[src/rtl/acc_pkg.sv]
// Shared widths and state encoding for the frame accumulator.
package acc_pkg;
  localparam int ACC_W  = 4;
  localparam int BEAT_W = 4;

  typedef enum logic [1:0] {
    IDLE,
    ACCUM,
    EMIT
  } acc_state_t;
endpackage

[src/rtl/accumulator_4bit_if.sv]
// Operand-in / frame-result-out handshake bundle for accumulator_4bit.
interface accumulator_4bit_if;
  import acc_pkg::*;

  logic             clear;
  logic             in_valid;
  logic             in_ready;
  logic [ACC_W-1:0] A;
  logic             Cin;
  logic             out_valid;
  logic             out_ready;
  logic [ACC_W-1:0] Sum;
  logic             Ovf;

  // master is the producer/consumer side, slave is the accumulator itself
  modport master (
    output clear, in_valid, A, Cin, out_ready,
    input  in_ready, out_valid, Sum, Ovf
  );

  modport slave (
    input  clear, in_valid, A, Cin, out_ready,
    output in_ready, out_valid, Sum, Ovf
  );
endinterface

[src/rtl/full_adder.sv]
// One-bit full adder, the cell the ripple-carry adder is built from.
module full_adder (
  input  logic a,
  input  logic b,
  input  logic cin,
  output logic s,
  output logic cout
);
  assign s    = a ^ b ^ cin;
  assign cout = (a & b) | (cin & (a ^ b));
endmodule

[src/rtl/ripplecarryadder_4bit.sv]
// Four full adders chained LSB to MSB; Cout is the carry out of bit 3.
module ripplecarryadder_4bit (
  input  logic [3:0] A,
  input  logic [3:0] B,
  input  logic       Cin,
  output logic [3:0] Sum,
  output logic       Cout
);
  logic [4:0] carry;

  assign carry[0] = Cin;

  for (genvar i = 0; i < 4; i++) begin : g_bit
    full_adder u_fa (
      .a   (A[i]),
      .b   (B[i]),
      .cin (carry[i]),
      .s   (Sum[i]),
      .cout(carry[i+1])
    );
  end

  assign Cout = carry[4];
endmodule

[src/rtl/accumulator_4bit.sv]
// Folds COUNT operands into a 4-bit running sum and offers the frame total.
// Optional ACC_SATURATE_EN: pin the total at 15 once any carry-out occurs.
module accumulator_4bit
  import acc_pkg::*;
#(
  parameter int COUNT = 4
) (
  input  logic               clk,
  input  logic               rst,
  accumulator_4bit_if.slave  bus
);
  acc_state_t        state;
  logic [ACC_W-1:0]  acc;
  logic              ovf;
  logic [BEAT_W-1:0] beat;

  logic [ACC_W-1:0]  add_sum;
  logic              add_cout;
  logic [ACC_W-1:0]  acc_next;
  logic [BEAT_W-1:0] beat_next;
  logic              last_beat;

  ripplecarryadder_4bit u_adder (
    .A   (acc),
    .B   (bus.A),
    .Cin (bus.Cin),
    .Sum (add_sum),
    .Cout(add_cout)
  );

`ifdef ACC_SATURATE_EN
  assign acc_next = (add_cout || ovf) ? {ACC_W{1'b1}} : add_sum;
`else
  assign acc_next = add_sum;
`endif

  assign beat_next = beat + BEAT_W'(1);
  assign last_beat = (beat_next == BEAT_W'(COUNT));

  // Handshake flags are pure state decodes, so they are glitch-free registers in effect.
  assign bus.in_ready  = (state != EMIT);
  assign bus.out_valid = (state == EMIT);
  // acc and ovf are frozen in EMIT, so they serve directly as the registered result.
  assign bus.Sum       = acc;
  assign bus.Ovf       = ovf;

  // NOTE: sequential state uses non-blocking assignments so every register
  // samples the pre-edge values of the others, independent of statement order.
  always_ff @(posedge clk or posedge rst) begin
    if (rst) begin
      state <= IDLE;
      acc   <= '0;
      ovf   <= 1'b0;
      beat  <= '0;
    end else if (bus.clear) begin
      state <= IDLE;
      acc   <= '0;
      ovf   <= 1'b0;
      beat  <= '0;
    end else begin
      unique case (state)
        IDLE, ACCUM: begin
          if (bus.in_valid) begin
            acc   <= acc_next;
            ovf   <= ovf | add_cout;
            beat  <= beat_next;
            state <= last_beat ? EMIT : ACCUM;
          end
        end
        EMIT: begin
          if (bus.out_ready) begin
            state <= IDLE;
            acc   <= '0;
            ovf   <= 1'b0;
            beat  <= '0;
          end
        end
        default: state <= IDLE;
      endcase
    end
  end
endmodule

[src/flat_wrapper.sv]
// flat-port wrapper written by rule: the top's interface ports become plain ports
module accumulator_4bit_flat import acc_pkg::*;
#(
  parameter int COUNT = 4
)
  (clk, rst, bus_clear, bus_in_valid, bus_A, bus_Cin, bus_out_ready, bus_in_ready, bus_out_valid, bus_Sum, bus_Ovf);
  accumulator_4bit_if bus_i ();
  input  logic clk;
  input  logic rst;
  input wire logic [$bits(bus_i.clear)-1:0] bus_clear;
  input wire logic [$bits(bus_i.in_valid)-1:0] bus_in_valid;
  input wire logic [$bits(bus_i.A)-1:0] bus_A;
  input wire logic [$bits(bus_i.Cin)-1:0] bus_Cin;
  input wire logic [$bits(bus_i.out_ready)-1:0] bus_out_ready;
  output wire logic [$bits(bus_i.in_ready)-1:0] bus_in_ready;
  output wire logic [$bits(bus_i.out_valid)-1:0] bus_out_valid;
  output wire logic [$bits(bus_i.Sum)-1:0] bus_Sum;
  output wire logic [$bits(bus_i.Ovf)-1:0] bus_Ovf;
  assign bus_i.clear = bus_clear;
  assign bus_i.in_valid = bus_in_valid;
  assign bus_i.A = bus_A;
  assign bus_i.Cin = bus_Cin;
  assign bus_i.out_ready = bus_out_ready;
  assign bus_in_ready = bus_i.in_ready;
  assign bus_out_valid = bus_i.out_valid;
  assign bus_Sum = bus_i.Sum;
  assign bus_Ovf = bus_i.Ovf;
  accumulator_4bit #(.COUNT(COUNT)) u_core (.clk(clk), .rst(rst), .bus(bus_i));
endmodule
[config.mk]
export PLATFORM = sky130hd
export DESIGN_NAME = accumulator_4bit_flat
export DESIGN_NICKNAME = d
export VERILOG_FILES = /design/src/rtl/acc_pkg.sv /design/src/rtl/accumulator_4bit_if.sv /design/src/rtl/full_adder.sv /design/src/rtl/ripplecarryadder_4bit.sv /design/src/rtl/accumulator_4bit.sv /design/src/flat_wrapper.sv
export SDC_FILE = /design/constraint.sdc
export NUM_CORES = 1
export LEC_CHECK = 0
export ABC_AREA = 1
export BUFFER_PORTS_ARGS = -buffer_cell sky130_fd_sc_hd__buf_2
export CAP_MARGIN = 40
export CORE_UTILIZATION = 51
export DETAILED_ROUTE_END_ITERATION = 16
export GPL_ROUTABILITY_DRIVEN = 0
export PLACE_DENSITY = 0.84
export SYNTH_ARGS = -nofsm -noshare
export SYNTH_HDL_FRONTEND = slang
export SYNTH_SLANG_ARGS = --single-unit
[constraint.sdc]
create_clock -name clk -period 2.7 [get_ports clk]
set_input_delay 0.405 -clock clk [delete_from_list [all_inputs] [get_ports clk]]
set_output_delay 0.405 -clock clk [all_outputs]
set_load 0.03 [all_outputs]
== Word-level counts from Yosys, hierarchy flattened ==
Index checks and enable logic that the tools add are counted.
Storage, ports and cells
  output and inout port bits: 7
  register bits after elaboration: 11
Operators by class
  reduce and logical (&&, ||, !) cells: 5
  add/subtract/negate cells: 1
  muxes and demuxes: 16
  equality and inequality tests: 6
  bitwise logic cells: 21
Operators with widths (number)
  $mux 4: 5
  $pmux 4 s2: 2
  $and 1x1->1: 8
  $mux 2: 4
  $xor 1x1->1: 8
  $ne 3x3->1 const B: 2
  $or 1x1->1: 5
  $add 4x1->4 const B: 1
  $eq 4x3->1 const B: 1
  $pmux 2 s2: 1
  $mux 1: 3
  $reduce_and 3->1: 1
  $reduce_bool 3->1: 1
  $eq 2x1->1 const B: 1
  $eq 2x2->1 const B: 1
  $logic_not 2->1: 1
  $ne 2x2->1 const B: 1
  $pmux 1 s2: 1
  $reduce_and 2->1: 1
  $reduce_or 2->1: 1

== Logic depth before layout (Yosys ltp) ==
Gate-level depths: netlist (run 1).
  depth after elaboration: 13
  depth in mapped cells: 10

== By module ==
From an unflattened synthesis (run 1), not the netlist that was laid out.
Second synthesis, totals
  cells, all modules: 78
  area total of the unflattened synthesis: 665.6 sq um
By module, submodules not included
  accumulator_4bit: cells each 74, instances 1, sequential area each 275.3 sq um, area each 585.6 sq um
  full_adder: cells each 1, instances 4, sequential area each 0.0 sq um, area each 20.0 sq um

== Worst setup path before layout (run 1) ==
OpenSTA, ideal clock, no wires.
  kind: in2reg
  start point: input port bus_Cin
  end point: register u_core.acc[3] (netlist: u_core.bus.Sum[3])
  data required time: 2.635 ns
  cell stages on the path: 10
  setup time: 0.065 ns
  arrival time: 2.108 ns
  buffers on the path: 0
  path slack: 0.527 ns
  cells stage by stage: inv_1 > fa_1 > inv_1 > fa_1 > fa_1 > fa_1 > inv_1 > nor2_1 > nand2_1 > nand2_1
On the way
  cells in the longest elaborated chain, start to end: 10
RTL lines
  start, declared: line flat_wrapper.sv:13  | input wire logic [$bits(bus_i.Cin)-1:0] bus_Cin;
  $and 1x1->1: line full_adder.sv:10  | assign cout = (a & b) | (cin & (a ^ b));
  $or 1x1->1: line full_adder.sv:10
  $and 1x1->1: line full_adder.sv:10
  $or 1x1->1: line full_adder.sv:10
  $and 1x1->1: line full_adder.sv:10
  $or 1x1->1: line full_adder.sv:10
  $xor 1x1->1: line full_adder.sv:9  | assign s = a ^ b ^ cin;
  $mux 4: line accumulator_4bit.sv:63  | if (bus.in_valid) begin
  $pmux 4 s2: line accumulator_4bit.sv:61  | unique case (state)
  $mux 4: line accumulator_4bit.sv:55  | end else if (bus.clear) begin
  end signal, assigned: line accumulator_4bit.sv:64  | acc <= acc_next;
  end, declared: line accumulator_4bit.sv:13  | logic [ACC_W-1:0] acc;
No other way between the ends. The select of a mux whose other input is x is not followed.
A chain may end at the register's enable or synchronous reset.

== Worst setup path after layout (run 1) ==
  start point: register u_core.acc[0] (netlist: u_core.bus.Sum[0])
  end point: register u_core.acc[3] (netlist: u_core.bus.Sum[3])
On the way
  cells in the longest elaborated chain, start to end: 11
  elaborated cells between the ends (all ways): 12
RTL lines (line)
  $xor 1x1->1: full_adder.sv:10
  $and 1x1->1: full_adder.sv:10
  $or 1x1->1 (*): full_adder.sv:10
  $and 1x1->1 (*): full_adder.sv:10
  $or 1x1->1 (*): full_adder.sv:10
  $and 1x1->1 (*): full_adder.sv:10
  $or 1x1->1 (*): full_adder.sv:10
  $xor 1x1->1 (*): full_adder.sv:9
  $mux 4 (*): accumulator_4bit.sv:63
  $pmux 4 s2 (*): accumulator_4bit.sv:61
  $mux 4 (*): accumulator_4bit.sv:55
Every way passes the cells marked *; elsewhere a longest branch is shown, timed or not. The select of a mux whose other input is x is not followed.

==> run_results.csv, run 1 <==
group,metric,value,unit
timing,fmax,439,MHz
floorplan,rows,13,
synthesis,synth_warnings,0,
timing,whs,114,ps
synthesis,synth_seq_cells,11,
critical_path,cp-end-kind,"register",
synthesis,ys_top_cells_by_count,"nand2_1, inv_1, dfrtp_1",
run,cap_violations,0,
routing,wire_per_inst,11.1,um
critical_path,cp-startpoint,"u_core.bus.Sum[0]",
synthesis,synth.most_common_cell,"nand2_1",
critical_path,worstPathArrival,2490,ps
power,ir_worst_vdd,0.320,mV
timing,final-max-slew-violation-count,0,
placed_design,dp_hpwl,1.12,mm
global_route,grt_first_pass_wirelength,2.31,mm
floorplan,core_area,1350,um2
critical_path,crit_top_cell,"fa_1",
placed_design,dp.cells,123,
synthesis,synth_edf_count,0,
clock_tree,cts.clk_slew.worst_paths,80,ps
synthesis,syn-cell-area,763,um2
synthesis,async_flop_share,1.00,
synthesis,synthTopCellsByArea,"dfrtp_1, nand2_1, fa_1",
power,power.density,520,nW/um2
routing,drc,0,
critical_path,cp_slowest_cell,"fa_1",
global_route,antenna_found_initial,0,
min_path,hp-class,"input port to asynchronous set/reset pin",
routing,drtAntennaViolNets,0,
global_route,grt_max_degree,12,
synthesis,ys_types,19,
timing,hold_violations,0,
timing,tns,0,ps
floorplan,die-area,1660,um2
floorplan,die_w,40.7,um
clock_tree,clock-root-buffer,"clkbuf_4",
final_layout,n_fill_cell,116,
critical_path,timing.rr.start,"u_core.bus.Sum[0]",
synthesis,synth_top_cell_area_share,0.361,
timing,rsz0062_at_grt,"no",
clock_tree,cts_setup_buffers,0,
critical_path,slowest_delay,500,ps
timing,fin_crit_sh,0.844,
critical_path,startpoint_type,"register",
synthesis,ys.flop_type,"dfrtp_1",
critical_path,path_buf_inv,3,
synthesis,syn_nets,112,
routing,wl,1.41,mm
critical_path,r2r_slack,420,ps
routing,num_vias,617,
clock_tree,insertion_delay,270,ps
final_layout,diodes,0,
run_status,status,"completed",
clock_tree,numCtsBuffers,3,
routing,drt_iter0_markers,10,
final_layout,final_cell_count_no_fill,127,
timing,min_period,2280,ps
floorplan,top_level_ports,17,
critical_path,cp_max_fo,3,
synthesis,syn_inst,96,
clock_tree,clock-sinks,11,
clock_tree,cts_repair_resize_count,0,
final_layout,final_nets,129,
final_layout,multi_input_area,388,um2
floorplan,die-height,40.7,um
synthesis,ys_seq_area_frac,0.361,
critical_path,path_cells,"inv_1, fa_1, inv_1, fa_1, fa_1, fa_1, inv_1, nor2_1, nand2_1, nand2_1",
final_layout,ff_latch_area,275,um2
clock_tree,holdBufCountCts,0,
timing,tightest_slew,438,ps
global_route,overflow,0,
clock_tree,cts_buffer_depth,2,
power,p_leak,0.510,nW
placed_design,io_buffers,16,
global_route,first_global_vias,564,
timing,relSlewSlack,0.706,
critical_path,path_class,"register to register",
timing,setup_violations,0,
floorplan,initial_utilization,0.565,
clock_tree,htreeDepth,1,
routing,first_pass_iters,4,
timing,finalClockSkew,6.94,ps
synthesis,synth_top_cell_by_area,"dfrtp_1",
clock_tree,cts_tree,"yes",
synthesis,avgSynthCellArea,7.95,um2
critical_path,critPathRequiredTime,2920,ps
routing,vias_per_cell,4.86,
final_layout,area_growth_syn_to_layout,12.5,%
final_layout,drive_above_1_share,0.277,
critical_path,critPathTopFamily,"adder cells",
global_route,gr-usage-all-layers,0.221,
-- layout make-up --
class | count | area share
Multi-Input combinational cell | 63 | 0.452
Inverter | 18 | 0.0816
Timing Repair Buffer | 16 | 0.0933
Clock buffer | 4 | 0.0306
Sequential cell | 11 | 0.321
Tap cell | 15 | 0.0219
-- final timing paths --
| check | to | cells after the start |
|---|---|---|
| max | u_core.bus.Sum[3] | 10 |
| min | u_core.beat[0] | 2 |
| max reg2reg | u_core.bus.Sum[3] | 10 |
| min reg2reg | u_core.bus.Ovf | 2 |
| max in group asynchronous | u_core.beat[2] | 2 |
| min in group clk | u_core.state[1] | 4 |
-- per-stage QoR --
stage                util  cell area, um2  worst slack [ps]  power (W)
floorplan               -             763               527   0.000307
global placement    0.616             832               378   0.000325
detailed placement  0.616             832               294   0.000333
CTS                 0.636             858               423   0.000446
global route        0.636             858               316   0.000475
finish              0.636             858               422   0.000446
-- worst register-to-register path: stages (launching register included) --
cell,delay (ps)
dfrtp_1,400
inv_1,70
fa_1,170
inv_1,60
fa_1,370
fa_1,400
fa_1,500
inv_1,40
nor2_1,100
nand2_1,60
nand2_1,70
-- power breakdown --
group          internal, W  total, W  switching [W]
sequential        0.000183  0.000202      0.0000187
clock            0.0000572  0.000118      0.0000604
combinational    0.0000451  0.000127      0.0000823
total             0.000285  0.000446       0.000161
-- placed cells by master, fill, tap and decap left out --
master / instances
nor2_2: 2
clkbuf_1: 1
nand3_2: 2
fa_1: 4
inv_2: 1
nor3_2: 1
buf_2: 16
dfrtp_1: 11
ha_1: 2
inv_4: 1
nand3_1: 4
nor2_4: 1
o21ai_0: 1
nand2_1: 35
nand2_4: 1
inv_1: 16
nand3_4: 1
nand4_1: 2
nor2_1: 5
clkbuf_4: 3
nand2_2: 2
-- flip-flops by register name (all words and copies together), names as in the netlist --
name and cells:
u_core.bus.Sum 4, u_core.state 2, u_core.bus.Ovf 1, u_core.beat 4
-- logic make-up (layout without fill, tap and decap cells) --
group                      Yosys count  after routing  share of synthesized area
DFF                                 11             11                      0.361
and+or+nand+nor                     56             56                      0.364
adders and majority gates            6              6                      0.138
buffers and inverters               22             38                      0.131
AOI/OAI and AO/OA                    1              1                    0.00655
-- layer usage --
metal / routed length (um) / track usage
met1: 633 / 0.282
met2: 726 / 0.369
met3: 28 / 0.0326
met4: 25 / 0.100
met5: 0 / 0
No activity file was read; power rests on OpenSTA's default activity.
==> inputs of run 2 (changes only) <==
==> constraint.sdc (replaced) <==
create_clock -name clk -period 2.3 [get_ports clk]
set_input_delay 0.345 -clock clk [delete_from_list [all_inputs] [get_ports clk]]
set_output_delay 0.345 -clock clk [all_outputs]
set_load 0.03 [all_outputs]
==> run 2 against run 1 <==
Effect of this change:
- clock power grew 15%
- non-clock buffer count grew 1
- sequential share of layout area shrank 0.46 points
- worst setup slack lost 300 ps
- power grew 18%
- die area is the same
- register-to-register slack lost 300 ps
- global-route usage shrank 0.97 points
- critical endpoint unchanged
- largest cell class unchanged
==> run_results.csv, run 2 (synthesized netlist as in run 1, its figures left out) <==
group,metric,value,unit
run_status,status,"completed",
clock_tree,holdBufCountCts,0,
timing,setup_violations,0,
timing,min_period,2180,ps
final_layout,final_cell_count_no_fill,128,
placed_design,dp_hpwl,1.07,mm
floorplan,initial_utilization,0.565,
critical_path,cp-end-kind,"register",
final_layout,mostFrequentLayoutCells,"nand2_1, inv_1, buf_2",
timing,rsz0062_at_grt,"no",
floorplan,die-height,40.7,um
critical_path,path_class,"register to register",
power,ir_worst_vdd,0.387,mV
timing,relSlewSlack,0.706,
critical_path,critPathRequiredTime,2520,ps
clock_tree,numCtsBuffers,3,
final_layout,layout.cells.most_common,"nand2_1",
floorplan,die-area,1660,um2
clock_tree,cts_tree,"yes",
timing,finalClockSkew,4.68,ps
timing,hold_violations,0,
final_layout,final_util,0.645,
placed_design,io_buffers,16,
routing,first_pass_iters,3,
clock_tree,cts_buffer_depth,2,
global_route,gr-usage-all-layers,0.211,
global_route,grt_first_pass_wirelength,2.21,mm
final_layout,final_nets,130,
critical_path,cp_max_fo,3,
global_route,antenna_found_initial,0,
clock_tree,htreeDepth,1,
timing,fin_crit_sh,0.946,
run,cap_violations,0,
routing,wl,1.41,mm
floorplan,top_level_ports,17,
clock_tree,cts.clk_slew.worst_paths,70,ps
routing,drc,0,
power,p_leak,0.513,nW
routing,wire_per_inst,11.0,um
power,power.density,604,nW/um2
power,finalPower,0.000526,W
floorplan,rows,13,
final_layout,area_growth_syn_to_layout,14.1,%
routing,num_vias,615,
final_layout,diodes,0,
global_route,grt_max_degree,12,
floorplan,die_w,40.7,um
timing,whs,53.2,ps
clock_tree,clock-sinks,11,
routing,vias_per_cell,4.80,
clock_tree,clock-root-buffer,"clkbuf_4",
clock_tree,insertion_delay,280,ps
critical_path,startpoint_type,"register",
global_route,overflow,0,
timing,fmax,459,MHz
final_layout,drive_above_1_share,0.301,
critical_path,worstPathArrival,2400,ps
global_route,first_global_vias,525,
floorplan,core_area,1350,um2
routing,drtAntennaViolNets,0,
timing,final-max-slew-violation-count,0,
routing,drt_iter0_markers,12,
timing,tightest_slew,441,ps
placed_design,dp.cells,123,
min_path,hp-class,"input port to asynchronous set/reset pin",
-- run 2: worst max-delay path: stages, from the launching register on --
cell and delay (ps):
dfrtp_1 390, inv_1 80, fa_1 170, inv_1 60, fa_2 340, fa_2 340, fa_1 490, inv_1 40
nor2_1 100, nand2_1 60, nand2_1 70
-- run 2: final cells by class --
class / instances / area, um2
Clock buffer: 4 / 26.3
Fill cell: 113 / 479
Inverter: 18 / 70.1
Multi-Input combinational cell: 63 / 393
Sequential cell: 11 / 275
Tap cell: 15 / 18.8
Timing Repair Buffer: 17 / 87.6
-- run 2: where the power goes --
group          internal [W]  switching (W)  total [W]
sequential         0.000215      0.0000228   0.000238
clock             0.0000673      0.0000683   0.000136
combinational     0.0000565      0.0000962   0.000153
-- run 2: path summary, 6_finish.rpt --
check	start	cells past startpoint	slack [ps]	endpoint
hold reg to reg	u_core.bus.Ovf	2	500	u_core.bus.Ovf
setup / recovery	u_core.bus.Sum[0]	10	120	u_core.bus.Sum[3]
max in group asynchronous	rst	2	1940	u_core.beat[2]
min in group clk	bus_out_ready	4	350	u_core.state[1]
hold / removal	rst	2	50	u_core.bus.Sum[1]
setup reg to reg	u_core.bus.Sum[0]	10	120	u_core.bus.Sum[3]
-- run 2: routing by layer --
layer / up-vias / share of wire / global-route usage
li1: 317 / - / -
met1: 284 / 0.46 / 0.280
met2: 9 / 0.49 / 0.325
met3: 5 / 0.022 / 0.0326
met4: 0 / 0.027 / 0.125
met5: - / 0 / 0
-- run 2: repair_timing --
action                     CTS  global route
setup buffers                0             1
setup endpoints to repair    0             2
resized for setup            0             2
-- run 2: through the flow --
stage / cell area, um2 / setup TNS (ps) / setup WS [ps]
finish: 871 / 0 / 123
global placement: 832 / 0 / 38.1
CTS: 858 / 0 / 33.0
detailed placement: 832 / -16.0 / -16.0
global route: 871 / 0 / 36.7
floorplan: 763 / 0 / 176
==> inputs of run 3 (changes only) <==
--- a/config.mk
+++ b/config.mk
@@ -5,13 +5,13 @@
 export SDC_FILE = /design/constraint.sdc
 export NUM_CORES = 1
 export LEC_CHECK = 0
-export ABC_AREA = 1
 export BUFFER_PORTS_ARGS = -buffer_cell sky130_fd_sc_hd__buf_2
 export CAP_MARGIN = 40
-export CORE_UTILIZATION = 51
+export CORE_UTILIZATION = 50
 export DETAILED_ROUTE_END_ITERATION = 16
 export GPL_ROUTABILITY_DRIVEN = 0
-export PLACE_DENSITY = 0.84
+export HOLD_SLACK_MARGIN = 0.06
+export PLACE_DENSITY = 0.83
 export SYNTH_ARGS = -nofsm -noshare
 export SYNTH_HDL_FRONTEND = slang
 export SYNTH_SLANG_ARGS = --single-unit
==> run 3 against run 2 <==
Effect of this change:
- via count shrank 8.0%
- final cell count shrank 20%
- critical path type unchanged
- worst hold slack better by 4.2 ps
- highest routed layer unchanged
- global-route usage is 3.6 points higher
- synthesized cell count shrank 26%
- sequential share of layout area is 3.3 points higher
- largest cell class unchanged
- die area fell by 7.0%
==> run_results.csv, run 3 <==
group,metric,value,unit
power,finalPower,0.000512,W
synthesis,syn_nets,87,
placed_design,dp_slack,18.3,ps
placed_design,io_buffers,16,
routing,num_vias,566,
timing,setup_violations,0,
synthesis,ys_seq_area_frac,0.397,
clock_tree,cts_buffer_depth,2,
global_route,gr-usage-all-layers,0.247,
final_layout,stdcell_area,790,um2
synthesis,synthTopCellsByArea,"dfrtp_1, fa_1, buf_4",
global_route,use_met3,0.0347,
floorplan,die_w,39.2,um
synthesis,synth_seq_cells,11,
synthesis,avgSynthCellArea,9.76,um2
clock_tree,clock-root-buffer,"clkbuf_4",
placed_design,dp_hpwl,1.09,mm
global_route,grt_use_met1,0.315,
synthesis,ys_top_cells_by_count,"dfrtp_1, inv_1, nand2_1",
final_layout,multi_input_area,344,um2
global_route,antenna_found_initial,0,
run,cap_violations,0,
run_status,status,"completed",
floorplan,core_area,1300,um2
routing,drt_iter0_markers,15,
routing,drc,0,
timing,tns,0,ps
timing,min_period,2160,ps
critical_path,critPathRequiredTime,2490,ps
final_layout,layout.cells.most_common,"buf_2",
synthesis,synth_top_cell_by_area,"dfrtp_1",
synthesis,syn_inst,71,
routing,drtAntennaViolNets,0,
floorplan,die-area,1540,um2
timing,finalClockSkew,0.733,ps
power,ir_worst_vdd,0.322,mV
synthesis,synth_warnings,0,
synthesis,synth.most_common_cell,"dfrtp_1",
placed_design,postPlaceCellArea,753,um2
timing,final-max-slew-violation-count,0,
clock_tree,cts.clk_slew.worst_paths,70,ps
routing,wire_per_inst,13.6,um
timing,fin_crit_sh,0.937,
global_route,grt.busiest_layer,"met2",
floorplan,initial_utilization,0.533,
final_layout,ff_latch_area,275,um2
timing,fin_ws,144,ps
critical_path,cp_slowest_cell,"fa_1",
timing,fmax,464,MHz
clock_tree,cts_tree,"yes",
power,p_leak,0.405,nW
critical_path,slowest_delay,490,ps
routing,first_pass_iters,4,
clock_tree,insertion_delay,270,ps
final_layout,area_growth_syn_to_layout,13.9,%
clock_tree,holdBufCountCts,0,
critical_path,worst-r2r-cell-count,8,
global_route,grt_max_degree,12,
critical_path,path_cells,"inv_1, fa_1, inv_1, fa_1, fa_2, fa_1, nand2_1, o21ai_0",
clock_tree,htreeDepth,1,
critical_path,path_class,"register to register",
final_layout,final_nets,104,
floorplan,die-height,39.2,um
floorplan,top_level_ports,17,
timing,rsz0062_at_grt,"no",
global_route,overflow,0,
routing,wl,1.39,mm
global_route,use_met2,0.413,
final_layout,diodes,0,
final_layout,mostFrequentLayoutCells,"buf_2, dfrtp_1, inv_1, nand2_1, o21ai_0",
critical_path,startpoint_type,"register",
synthesis,synth_top_cell_area_share,0.397,
synthesis,async_flop_share,1.00,
clock_tree,clock-sinks,11,
floorplan,rows,13,
critical_path,cp-end-kind,"register",
timing,hold_violations,0,
global_route,grt_first_pass_wirelength,2.45,mm
critical_path,cp_max_fo,3,
synthesis,ys_types,28,
critical_path,crit_top_cell,"fa_1",
critical_path,worstPathArrival,2350,ps
routing,vias_per_cell,5.55,
final_layout,drive_above_1_share,0.276,
timing,tightest_slew,477,ps
global_route,first_global_vias,567,
synthesis,syn-cell-area,693,um2
synthesis,synth_edf_count,0,
timing,relSlewSlack,0.681,
final_layout,n_fill_cell,128,
min_path,hp-class,"input port to asynchronous set/reset pin",
clock_tree,numCtsBuffers,3,
power,power.density,648,nW/um2
synthesis,ys.flop_type,"dfrtp_1",
-- run 3: cell types whose count changed in the layout (fill, tap and decap cells not counted), moves of 3 or more --
cell / before / now
o21ai_0: 1 / 5
nand2b_1: 0 / 3
inv_1: 16 / 8
nand2_1: 35 / 8
nand3_1: 4 / 1
-- run 3: timing repair --
action | CTS | global route
buffers inserted | 0 | 1
endpoints found under the setup margin | 0 | 1
gates resized for setup | 0 | 1
-- run 3: layout make-up --
class | instances | share of cell area
Clock buffer | 4 | 0.0333
Inverter | 8 | 0.0380
Multi-Input combinational cell | 46 | 0.436
Sequential cell | 11 | 0.349
Tap cell | 15 | 0.0238
Timing Repair Buffer | 18 | 0.120
-- run 3: power breakdown --
part | switching, W | internal [W] | leakage, nW
clock | 0.0000703 | 0.0000672 | 0.0150
sequential | 0.0000204 | 0.000214 | 0.147
combinational | 0.0000840 | 0.0000558 | 0.244
-- run 3: worst paths after layout --
check                             startpoint                 to  slack [ps]
setup / recovery           u_core.bus.Sum[0]  u_core.bus.Sum[3]         140
hold / removal                           rst  u_core.bus.Sum[1]          60
setup reg to reg           u_core.bus.Sum[0]  u_core.bus.Sum[3]         140
hold reg to reg            u_core.bus.Sum[3]  u_core.bus.Sum[3]         540
max in group asynchronous                rst     u_core.beat[2]        1940
min in group clk               bus_out_ready    u_core.state[1]         270
-- run 3: cells by family after synthesis --
logic type                 count (synthesis)  synth area share
AOI/OAI and AO/OA                         16             0.157
adders and majority gates                  6             0.152
buffers and inverters                     14             0.110
DFF                                       11             0.397
and+or+nand+nor                           24             0.184
-- run 3: critical path: cells and delay by family (launching register included) --
family | cells | cell delay, ps
buffers and inverters | 2 | 130
DFF | 1 | 390
AOI/OAI and AO/OA | 1 | 140
and+or+nand+nor | 1 | 50
adders and majority gates | 4 | 1380
-- run 3: per-stage QoR --
| step | util | hold WS, ps | std cells |
|---|---|---|---|
| 2_1_floorplan | - | 197 | 71 |
| 3_3_place_gp | 0.579 | 348 | 97 |
| 3_5_place_dp | 0.579 | 360 | 97 |
| 4_1_cts | 0.599 | 66.2 | 101 |
| 5_1_grt | 0.607 | 101 | 102 |
| 6_report | 0.607 | 57.4 | 102 |
-- run 3: layer usage --
| layer | part of all wire | vias to the layer above |
|---|---|---|
| li1 | - | 272 |
| met1 | 0.46 | 272 |
| met2 | 0.49 | 17 |
| met3 | 0.031 | 5 |
| met4 | 0.020 | 0 |
| met5 | 0 | - |
